### src/rtl/branch_resolve_arbiter_pkg.sv
// Shared types and configuration for the branch resolve arbiter slice.
//   SqN        : wrapping sequence number used for age ordering
//   BranchProv : redirect provided by an ALU port (taken = valid mispredict)
//   BTUpdate   : BTB training update (valid qualifies)
//   isOlder / isYounger : wrap-safe age compares over the SqN width
package branch_resolve_arbiter_pkg;

    localparam int unsigned SQN_W           = 7;
    localparam int unsigned PC_W            = 16;
    localparam int unsigned NUM_BR_PORTS    = 2;
    localparam int unsigned BTU_QUEUE_DEPTH = 4;

    typedef logic [SQN_W-1:0] SqN;

    typedef struct packed {
        logic            taken;
        SqN              sqN;
        logic [PC_W-1:0] dst;
        logic [PC_W-1:0] src;
    } BranchProv;

    typedef struct packed {
        logic            valid;
        logic [PC_W-1:0] src;
        logic [PC_W-1:0] dst;
        logic            isCall;
        logic            isRet;
    } BTUpdate;

    // a older than b iff signed(a - b) < 0, i.e. the MSB of the wrapped difference
    function automatic logic isOlder(input SqN a, input SqN b);
        SqN diff;
        diff = a - b;
        return diff[SQN_W-1];
    endfunction

    // a younger than b iff signed(a - b) > 0
    function automatic logic isYounger(input SqN a, input SqN b);
        SqN diff;
        diff = a - b;
        return !diff[SQN_W-1] && (diff != '0);
    endfunction

endpackage

### src/rtl/branch_resolve_arbiter_if.sv
// Bundle of branch/update signals between the ALU ports, the arbiter and fetch/BTB.
//   master : drives IN_* (ALU side and BTB ready), observes OUT_*
//   slave  : the arbiter; consumes IN_*, drives OUT_*
interface branch_resolve_arbiter_if
    import branch_resolve_arbiter_pkg::*;
#(
    parameter int unsigned NUM_PORTS = NUM_BR_PORTS
);

    BranchProv  IN_branch   [NUM_PORTS];
    BTUpdate    IN_btUpdate [NUM_PORTS];
    logic       IN_btReady;
    BranchProv  OUT_branch;
    BTUpdate    OUT_btUpdate;
    logic [7:0] OUT_btDrops;

    modport master (
        output IN_branch,
        output IN_btUpdate,
        output IN_btReady,
        input  OUT_branch,
        input  OUT_btUpdate,
        input  OUT_btDrops
    );

    modport slave (
        input  IN_branch,
        input  IN_btUpdate,
        input  IN_btReady,
        output OUT_branch,
        output OUT_btUpdate,
        output OUT_btDrops
    );

endinterface

### src/rtl/branch_resolve_arbiter_bt_update_queue.sv
// bt_update_queue: multi-enqueue / single-dequeue circular buffer for BTB updates.
//   clk, rst   : clock, asynchronous active-high reset
//   IN_update  : per-port updates, enqueued in ascending port order when valid
//   IN_ready   : consumer takes the head this cycle
//   OUT_head   : show-ahead head entry, valid = queue non-empty
//   OUT_drops  : saturating count of updates dropped for lack of space
module bt_update_queue
    import branch_resolve_arbiter_pkg::*;
#(
    parameter int unsigned NUM_PORTS = NUM_BR_PORTS,
    parameter int unsigned DEPTH     = BTU_QUEUE_DEPTH
) (
    input  logic       clk,
    input  logic       rst,
    input  BTUpdate    IN_update [NUM_PORTS],
    input  logic       IN_ready,
    output BTUpdate    OUT_head,
    output logic [7:0] OUT_drops
);

    localparam int unsigned PtrW = $clog2(DEPTH);
    localparam int unsigned CntW = PtrW + 1;

    BTUpdate mem [DEPTH];

    logic [PtrW-1:0] rdQ, rdD, wrQ, wrD;
    logic [CntW-1:0] countQ, countD;
    logic [7:0]      dropsQ, dropsD;

    logic            deq;
    logic [CntW-1:0] free;
    logic [CntW-1:0] accepted;
    logic [7:0]      dropped;
    logic [8:0]      dropSum;
    logic            wrEn  [NUM_PORTS];
    logic [PtrW-1:0] wrIdx [NUM_PORTS];

    always_comb begin
        deq      = IN_ready && (countQ != '0);
        // a slot vacated by this cycle's dequeue can be refilled immediately
        free     = CntW'(DEPTH) - countQ + CntW'(deq);
        accepted = '0;
        dropped  = '0;
        for (int p = 0; p < NUM_PORTS; p++) begin
            wrEn[p]  = 1'b0;
            wrIdx[p] = wrQ + accepted[PtrW-1:0];
            if (IN_update[p].valid) begin
                if (accepted < free) begin
                    wrEn[p]  = 1'b1;
                    accepted = accepted + CntW'(1);
                end else begin
                    dropped = dropped + 8'd1;
                end
            end
        end
        // pointers wrap naturally at DEPTH since DEPTH is a power of two
        rdD     = rdQ + PtrW'(deq);
        wrD     = wrQ + accepted[PtrW-1:0];
        countD  = countQ - CntW'(deq) + accepted;
        dropSum = {1'b0, dropsQ} + {1'b0, dropped};
        dropsD  = dropSum[8] ? 8'hFF : dropSum[7:0];
    end

    always_ff @(posedge clk or posedge rst) begin
        if (rst) begin
            rdQ    <= '0;
            wrQ    <= '0;
            countQ <= '0;
            dropsQ <= '0;
        end else begin
            rdQ    <= rdD;
            wrQ    <= wrD;
            countQ <= countD;
            dropsQ <= dropsD;
        end
    end

    // storage needs no reset: entries are only exposed while count says they are live
    always_ff @(posedge clk) begin
        for (int p = 0; p < NUM_PORTS; p++) begin
            if (wrEn[p]) begin
                mem[wrIdx[p]] <= IN_update[p];
            end
        end
    end

    always_comb begin
        OUT_head = '0;
        if (countQ != '0) begin
            OUT_head       = mem[rdQ];
            OUT_head.valid = 1'b1;
        end
        OUT_drops = dropsQ;
    end

endmodule

### src/rtl/branch_resolve_arbiter.sv
// branch_resolve_arbiter: picks the oldest non-squashed mispredict among the ALU
// ports and registers it as the single frontend redirect; funnels BTB training
// updates into one queued stream.
//   clk, rst : clock, asynchronous active-high reset
//   bus      : slave side of branch_resolve_arbiter_if
//              IN_branch/IN_btUpdate per port, IN_btReady from BTB,
//              OUT_branch (registered), OUT_btUpdate (queue head), OUT_btDrops
module branch_resolve_arbiter
    import branch_resolve_arbiter_pkg::*;
#(
    parameter int unsigned NUM_PORTS = NUM_BR_PORTS,
    parameter int unsigned BTU_DEPTH = BTU_QUEUE_DEPTH
) (
    input logic                     clk,
    input logic                     rst,
    branch_resolve_arbiter_if.slave bus
);

    BranchProv  branchQ, branchD;
    BranchProv  winner;
    logic       found;
    logic       candidate [NUM_PORTS];
    BTUpdate    updates   [NUM_PORTS];
    BTUpdate    head;
    logic [7:0] drops;

    // A port is squashed when it is younger than the redirect issued last cycle.
    always_comb begin
        for (int p = 0; p < NUM_PORTS; p++) begin
            candidate[p] = bus.IN_branch[p].taken &&
                           !(branchQ.taken && isYounger(bus.IN_branch[p].sqN, branchQ.sqN));
        end
    end

    // Ascending scan with strict older-than keeps the lowest port on equal sqN.
    always_comb begin
        found  = 1'b0;
        winner = '0;
        for (int p = 0; p < NUM_PORTS; p++) begin
            if (candidate[p] && (!found || isOlder(bus.IN_branch[p].sqN, winner.sqN))) begin
                winner = bus.IN_branch[p];
                found  = 1'b1;
            end
        end
        branchD       = winner;
        branchD.taken = found;
    end

    always_ff @(posedge clk or posedge rst) begin
        if (rst) begin
            branchQ <= '0;
        end else begin
            branchQ <= branchD;
        end
    end

    always_comb begin
        for (int p = 0; p < NUM_PORTS; p++) begin
            updates[p] = bus.IN_btUpdate[p];
        end
    end

    bt_update_queue #(
        .NUM_PORTS (NUM_PORTS),
        .DEPTH     (BTU_DEPTH)
    ) u_btQueue (
        .clk       (clk),
        .rst       (rst),
        .IN_update (updates),
        .IN_ready  (bus.IN_btReady),
        .OUT_head  (head),
        .OUT_drops (drops)
    );

    assign bus.OUT_branch   = branchQ;
    assign bus.OUT_btUpdate = head;
    assign bus.OUT_btDrops  = drops;

endmodule

### src/flat_wrapper.sv
// flat-port wrapper written by rule: the top's interface ports become plain ports
module branch_resolve_arbiter_flat import branch_resolve_arbiter_pkg::*;
#(
    parameter int unsigned NUM_PORTS = NUM_BR_PORTS,
    parameter int unsigned BTU_DEPTH = BTU_QUEUE_DEPTH
)
  (clk, rst, bus_IN_branch, bus_IN_btUpdate, bus_IN_btReady, bus_OUT_branch, bus_OUT_btUpdate, bus_OUT_btDrops);
  branch_resolve_arbiter_if #(.NUM_PORTS(NUM_PORTS)) bus_i ();
  input logic clk;
  input logic rst;
  input wire logic [$bits(bus_i.IN_branch)-1:0] bus_IN_branch;
  input wire logic [$bits(bus_i.IN_btUpdate)-1:0] bus_IN_btUpdate;
  input wire logic [$bits(bus_i.IN_btReady)-1:0] bus_IN_btReady;
  output wire logic [$bits(bus_i.OUT_branch)-1:0] bus_OUT_branch;
  output wire logic [$bits(bus_i.OUT_btUpdate)-1:0] bus_OUT_btUpdate;
  output wire logic [$bits(bus_i.OUT_btDrops)-1:0] bus_OUT_btDrops;
  assign bus_i.IN_branch = {>>{bus_IN_branch}};
  assign bus_i.IN_btUpdate = {>>{bus_IN_btUpdate}};
  assign bus_i.IN_btReady = bus_IN_btReady;
  assign bus_OUT_branch = bus_i.OUT_branch;
  assign bus_OUT_btUpdate = bus_i.OUT_btUpdate;
  assign bus_OUT_btDrops = bus_i.OUT_btDrops;
  branch_resolve_arbiter #(.NUM_PORTS(NUM_PORTS), .BTU_DEPTH(BTU_DEPTH)) u_core (.clk(clk), .rst(rst), .bus(bus_i));
endmodule
### config.mk
export PLATFORM = sky130hd
export DESIGN_NAME = branch_resolve_arbiter_flat
export DESIGN_NICKNAME = d
export VERILOG_FILES = /design/src/rtl/branch_resolve_arbiter_pkg.sv /design/src/rtl/branch_resolve_arbiter_if.sv /design/src/rtl/branch_resolve_arbiter_bt_update_queue.sv /design/src/rtl/branch_resolve_arbiter.sv /design/src/flat_wrapper.sv
export SDC_FILE = /design/constraint.sdc
export NUM_CORES = 1
export LEC_CHECK = 0
export BUFFER_PORTS_ARGS = -buffer_cell sky130_fd_sc_hd__buf_2
export CAP_MARGIN = 10
export CORE_ASPECT_RATIO = 0.5
export CORE_UTILIZATION = 49
export CTS_CLUSTER_DIAMETER = 40
export DETAILED_ROUTE_END_ITERATION = 6
export PLACE_DENSITY_LB_ADDON = 0.3
export SLEW_MARGIN = 25
export SYNTH_ARGS = -nofsm -noshare
export SYNTH_HDL_FRONTEND = slang
export SYNTH_SLANG_ARGS = --single-unit
### constraint.sdc
create_clock -name clk -period 4.59 [get_ports clk]
set_input_delay 0.918 -clock clk [delete_from_list [all_inputs] [get_ports clk]]
set_output_delay 0.918 -clock clk [all_outputs]
set_load 0.005 [all_outputs]
==> flow_summary.yaml <==
run_status:
  status: "finished, final reports clean"
yosys:
  synth_seq_area_share_pct: 55.13
  syn_inst: 671
  ys_ff_latch: 191
  synth_area_um2: 9904
  synth_edf_count: 136
  yosysWarnings: 0
  yosysTopAreaCellShare_pct: 41.23
  synth-main-ff-cell: "edfxtp_1"
  synth_area_leaders: "edfxtp_1 (41%), mux2_2 (16%), dfrtp_1 (14%)"
  async_flop_share_pct: 28.80
  yosys.area.top_type: "edfxtp_1"
  syn-num-nets: 857
  synth_cell_types: 51
  synth_area_per_cell_um2: 14.76
setup_path:
  cp_slowest_cell: "a221o_1"
  startpoint: "bus_IN_branch[72]"
  crit_type: "in -> reg"
  crit_path_end_kind: "flop"
  r2r_end: "u_core.bus.OUT_branch[20]$_DFF_PP0_"
  r2r_cells: 20
  worstPathArrival_ns: 4.76
  crit_buf_inv: 5
  required_ns: 4.95
  crit_end: "u_core.bus.OUT_branch[20]$_DFF_PP0_"
  path_max_fanout: 10
  path_delay_family: "compound AO/OA/AOI/OAI gates"
  critical_path_depth: 22
  ff2ff_setup_slack_ns: 0.36
  cp_cell_sequence: "buf_2 -> inv_1 -> ha_1 -> inv_1 -> fa_2 -> and2_1 -> o21ai_2 -> mux2i_1 -> a221o_1 -> and3_4 -> nor2_4 -> nand2_2 -> ha_4 -> a21o_1 -> a21o_1 -> a21o_1 -> o21ai_2 -> a21bo_2 -> a311oi_4 -> buf_4 -> buf_6 -> a22o_1"
  r2r-start: "u_core.bus.OUT_branch[32]$_DFF_PP0_"
  start_kind: "primary input"
  cp_common_cell: "a21o_1"
  crit_path_max_incr_delay_ns: 0.37
cts:
  cts-root-buf: "clkbuf_16"
  cts.sinks: 191
  cts.clk_slew.worst_paths_ns: 0.07
  cts.path.max_buffers: 2
  cts-hold-fix-buffers: 0
  htreeDepth: 4
  cts_tree: "built"
  clk_latency_ns: 0.43
  numCtsBuffers: 17
cells_and_area:
  area_growth_pct: 23.43
  final_layout_size_suffix_gt1_share_pct: 52.40
  final_area_um2: 12230
  nets: 1111
power_and_ir_drop:
  peakVddDrop_uv: 384.4
  power.density_nw_per_um2: 721.8
  p_total_mw: 8.824
  p_leak_nw: 5.025
detailed_routing:
  post-route-drc-count: 0
  wl_per_cell_um: 19.71
  drt_iter0_markers: 297
  drt_pass1_iterations: 4
  drtAntennaViolNets: 0
  wl_met3_um: 1373
  via_per_inst: 5.447
  dr_total_vias: 6574
  top_layer: "met4"
  wl_um: 23800
  wl_met2_um: 12120
  wl_met1_um: 9965
placement:
  dp_hpwl_um: 16270
  port_buffers: 235
  gp_congestion: 0.8427
  dpl_cell_area_um2: 11630
die:
  placementRows: 36
  die-area_um2: 20820
  die_y_um: 102.5
  core_um2: 19640
  io_pins: 236
  start_util_pct: 50.43
  die_w_um: 203.1
global_routing:
  grt_usage_pct: 23.24
  antenna_found_initial: 4
  grt_pass1_wl_um: 36370
  grt_max_degree: 56
  grt_pass1_vias: 6874
  overflow: 0
job:
  cap_viol_max_count: 0
sta:
  min_period_over_period_pct: 95.96
  hold_viol: 0
  finalSetupTns_ns: 0
  setup_viol: 0
  fin_crit_ns: 4.404
  slew_headroom_pct: 35.20
  max_slew.worst_pin.slew_ns: 0.9720
  slew_violations: 0
  fin_skew_ns: 0.006875
  max_freq_mhz: 227.0
hold_path:
  hold_path_class: "reg -> reg"
[per-layer routing]
| layer | vias to the layer above | global-route usage (%) |
|---|---|---|
| met5 | - | 0 |
| met4 | 0 | 7.519 |
| met3 | 24 | 5.657 |
| met2 | 192 | 40.38 |
| met1 | 3281 | 29.14 |
| li1 | 3077 | - |
[layout make-up]
cell class              count  area, µm²
multi-input cells         423       4303
diodes                      4      10.01
fillers                  1552       7413
flip-flops and latches    191       5463
well taps                 266      332.8
clock inverters            12      73.82
repair buffers            268       1520
inverters                  24      90.09
clock buffers              19      432.9
[cells in the final DEF (no fill, tap or decap), drive strengths merged, types with 3 or more instances in the layout]
cell and instances:
mux4 34, clkinv 8, and2 37, clkinvlp 4
nand2 26, mux2 138, o21ai 12, nand2b 5
nor2 18, fa 4, a21o 4, inv 24
ha 29, xor2 13, a21oi 11, edfxtp 136
dfrtp 55, nand3 8, buf 267, xnor2 7
nor3 5, nor2b 3, a22o 38, clkbuf 20
diode 4
[repair_timing]
item / 4_1_cts / 5_1_grt
resized for setup: 0 / 8
endpoints found under the setup margin: 0 / 38
buffers inserted: 0 / 3
[cells in the mapped netlist (3+ instances only)]
| master | number |
|---|---|
| a21o_1 | 4 |
| inv_1 | 24 |
| ha_1 | 29 |
| clkbuf_1 | 22 |
| mux4_2 | 34 |
| nand2_1 | 26 |
| buf_2 | 4 |
| nor3_1 | 3 |
| nand3_1 | 8 |
| fa_1 | 4 |
| nor2_1 | 18 |
| mux2_2 | 138 |
| a21oi_1 | 10 |
| xor2_1 | 13 |
| nand2b_1 | 5 |
| nor2b_1 | 3 |
| a22o_1 | 38 |
| xnor2_1 | 7 |
| buf_1 | 4 |
| buf_6 | 3 |
| and2_1 | 37 |
| edfxtp_1 | 136 |
| dfrtp_1 | 55 |
| o21ai_0 | 10 |
[worst reg2reg max path, stage by stage, from the launching register on]
cell and delay (ns):
dfrtp_1 0.42, ha_1 0.19, inv_1 0.06, fa_2 0.35, and2_1 0.17, o21ai_2 0.16, mux2i_1 0.09, a221o_1 0.37
and3_4 0.21, nor2_4 0.14, nand2_2 0.08, ha_4 0.21, a21o_1 0.17, a21o_1 0.17, a21o_1 0.20, o21ai_2 0.15
a21bo_2 0.25, a311oi_4 0.30, buf_4 0.18, buf_6 0.13, a22o_1 0.16
[stage by stage]
stage	setup WS (ns)	hold slack (ns)	instances	util [%]
5_1_grt	-0.01350	0.5480	1205	62.23
2_1_floorplan	0.007709	0.4765	671	-
4_1_cts	0.07925	0.5225	1199	61.80
6_report	0.1855	0.5181	1207	62.25
3_3_place_gp	-0.1644	0.5009	1168	59.22
3_5_place_dp	-0.3465	0.5086	1168	59.22
[worst min path at each step]
stage	from	to	slack, ns	depth (start not counted)
floorplan	u_core.u_btQueue.rdQ[0]$_DFF_PP0_	u_core.u_btQueue.rdQ[0]$_DFF_PP0_	0.48	1
global placement	u_core.u_btQueue.countQ[2]$_DFF_PP0_	u_core.u_btQueue.countQ[2]$_DFF_PP0_	0.50	1
detailed placement	u_core.u_btQueue.countQ[2]$_DFF_PP0_	u_core.u_btQueue.countQ[2]$_DFF_PP0_	0.51	1
CTS	u_core.u_btQueue.countQ[2]$_DFF_PP0_	u_core.u_btQueue.countQ[2]$_DFF_PP0_	0.52	1
global route	u_core.u_btQueue.countQ[2]$_DFF_PP0_	u_core.u_btQueue.countQ[2]$_DFF_PP0_	0.55	1
finish	u_core.u_btQueue.countQ[2]$_DFF_PP0_	u_core.u_btQueue.countQ[2]$_DFF_PP0_	0.52	1
[power breakdown]
part           switching, mW  internal (mW)
clock network          0.638          0.682
registers              0.384           2.90
logic                   2.05           2.17
[cell families (layout without fill, tap and decap cells)]
kind of cell | Yosys count | after routing | synth area share, %
flops | 191 | 191 | 55.13
mux | 174 | 174 | 23.62
simple gates | 114 | 114 | 6.152
compound gates | 82 | 82 | 6.418
buf+inv | 57 | 323 | 2.438
fa+ha+maj | 33 | 33 | 4.472
xor+xnor | 20 | 20 | 1.769
other cells | 0 | 4 | 0
[flip-flops by register name (all words and copies together) (netlist names)]
signal and flops:
u_core.bus.OUT_branch 40, u_core.u_btQueue.OUT_drops 8, u_core.u_btQueue.countQ 3, u_core.u_btQueue.mem 136
u_core.u_btQueue.rdQ 2, u_core.u_btQueue.wrQ 2
Note: power is estimated with default switching activity, not from simulation.
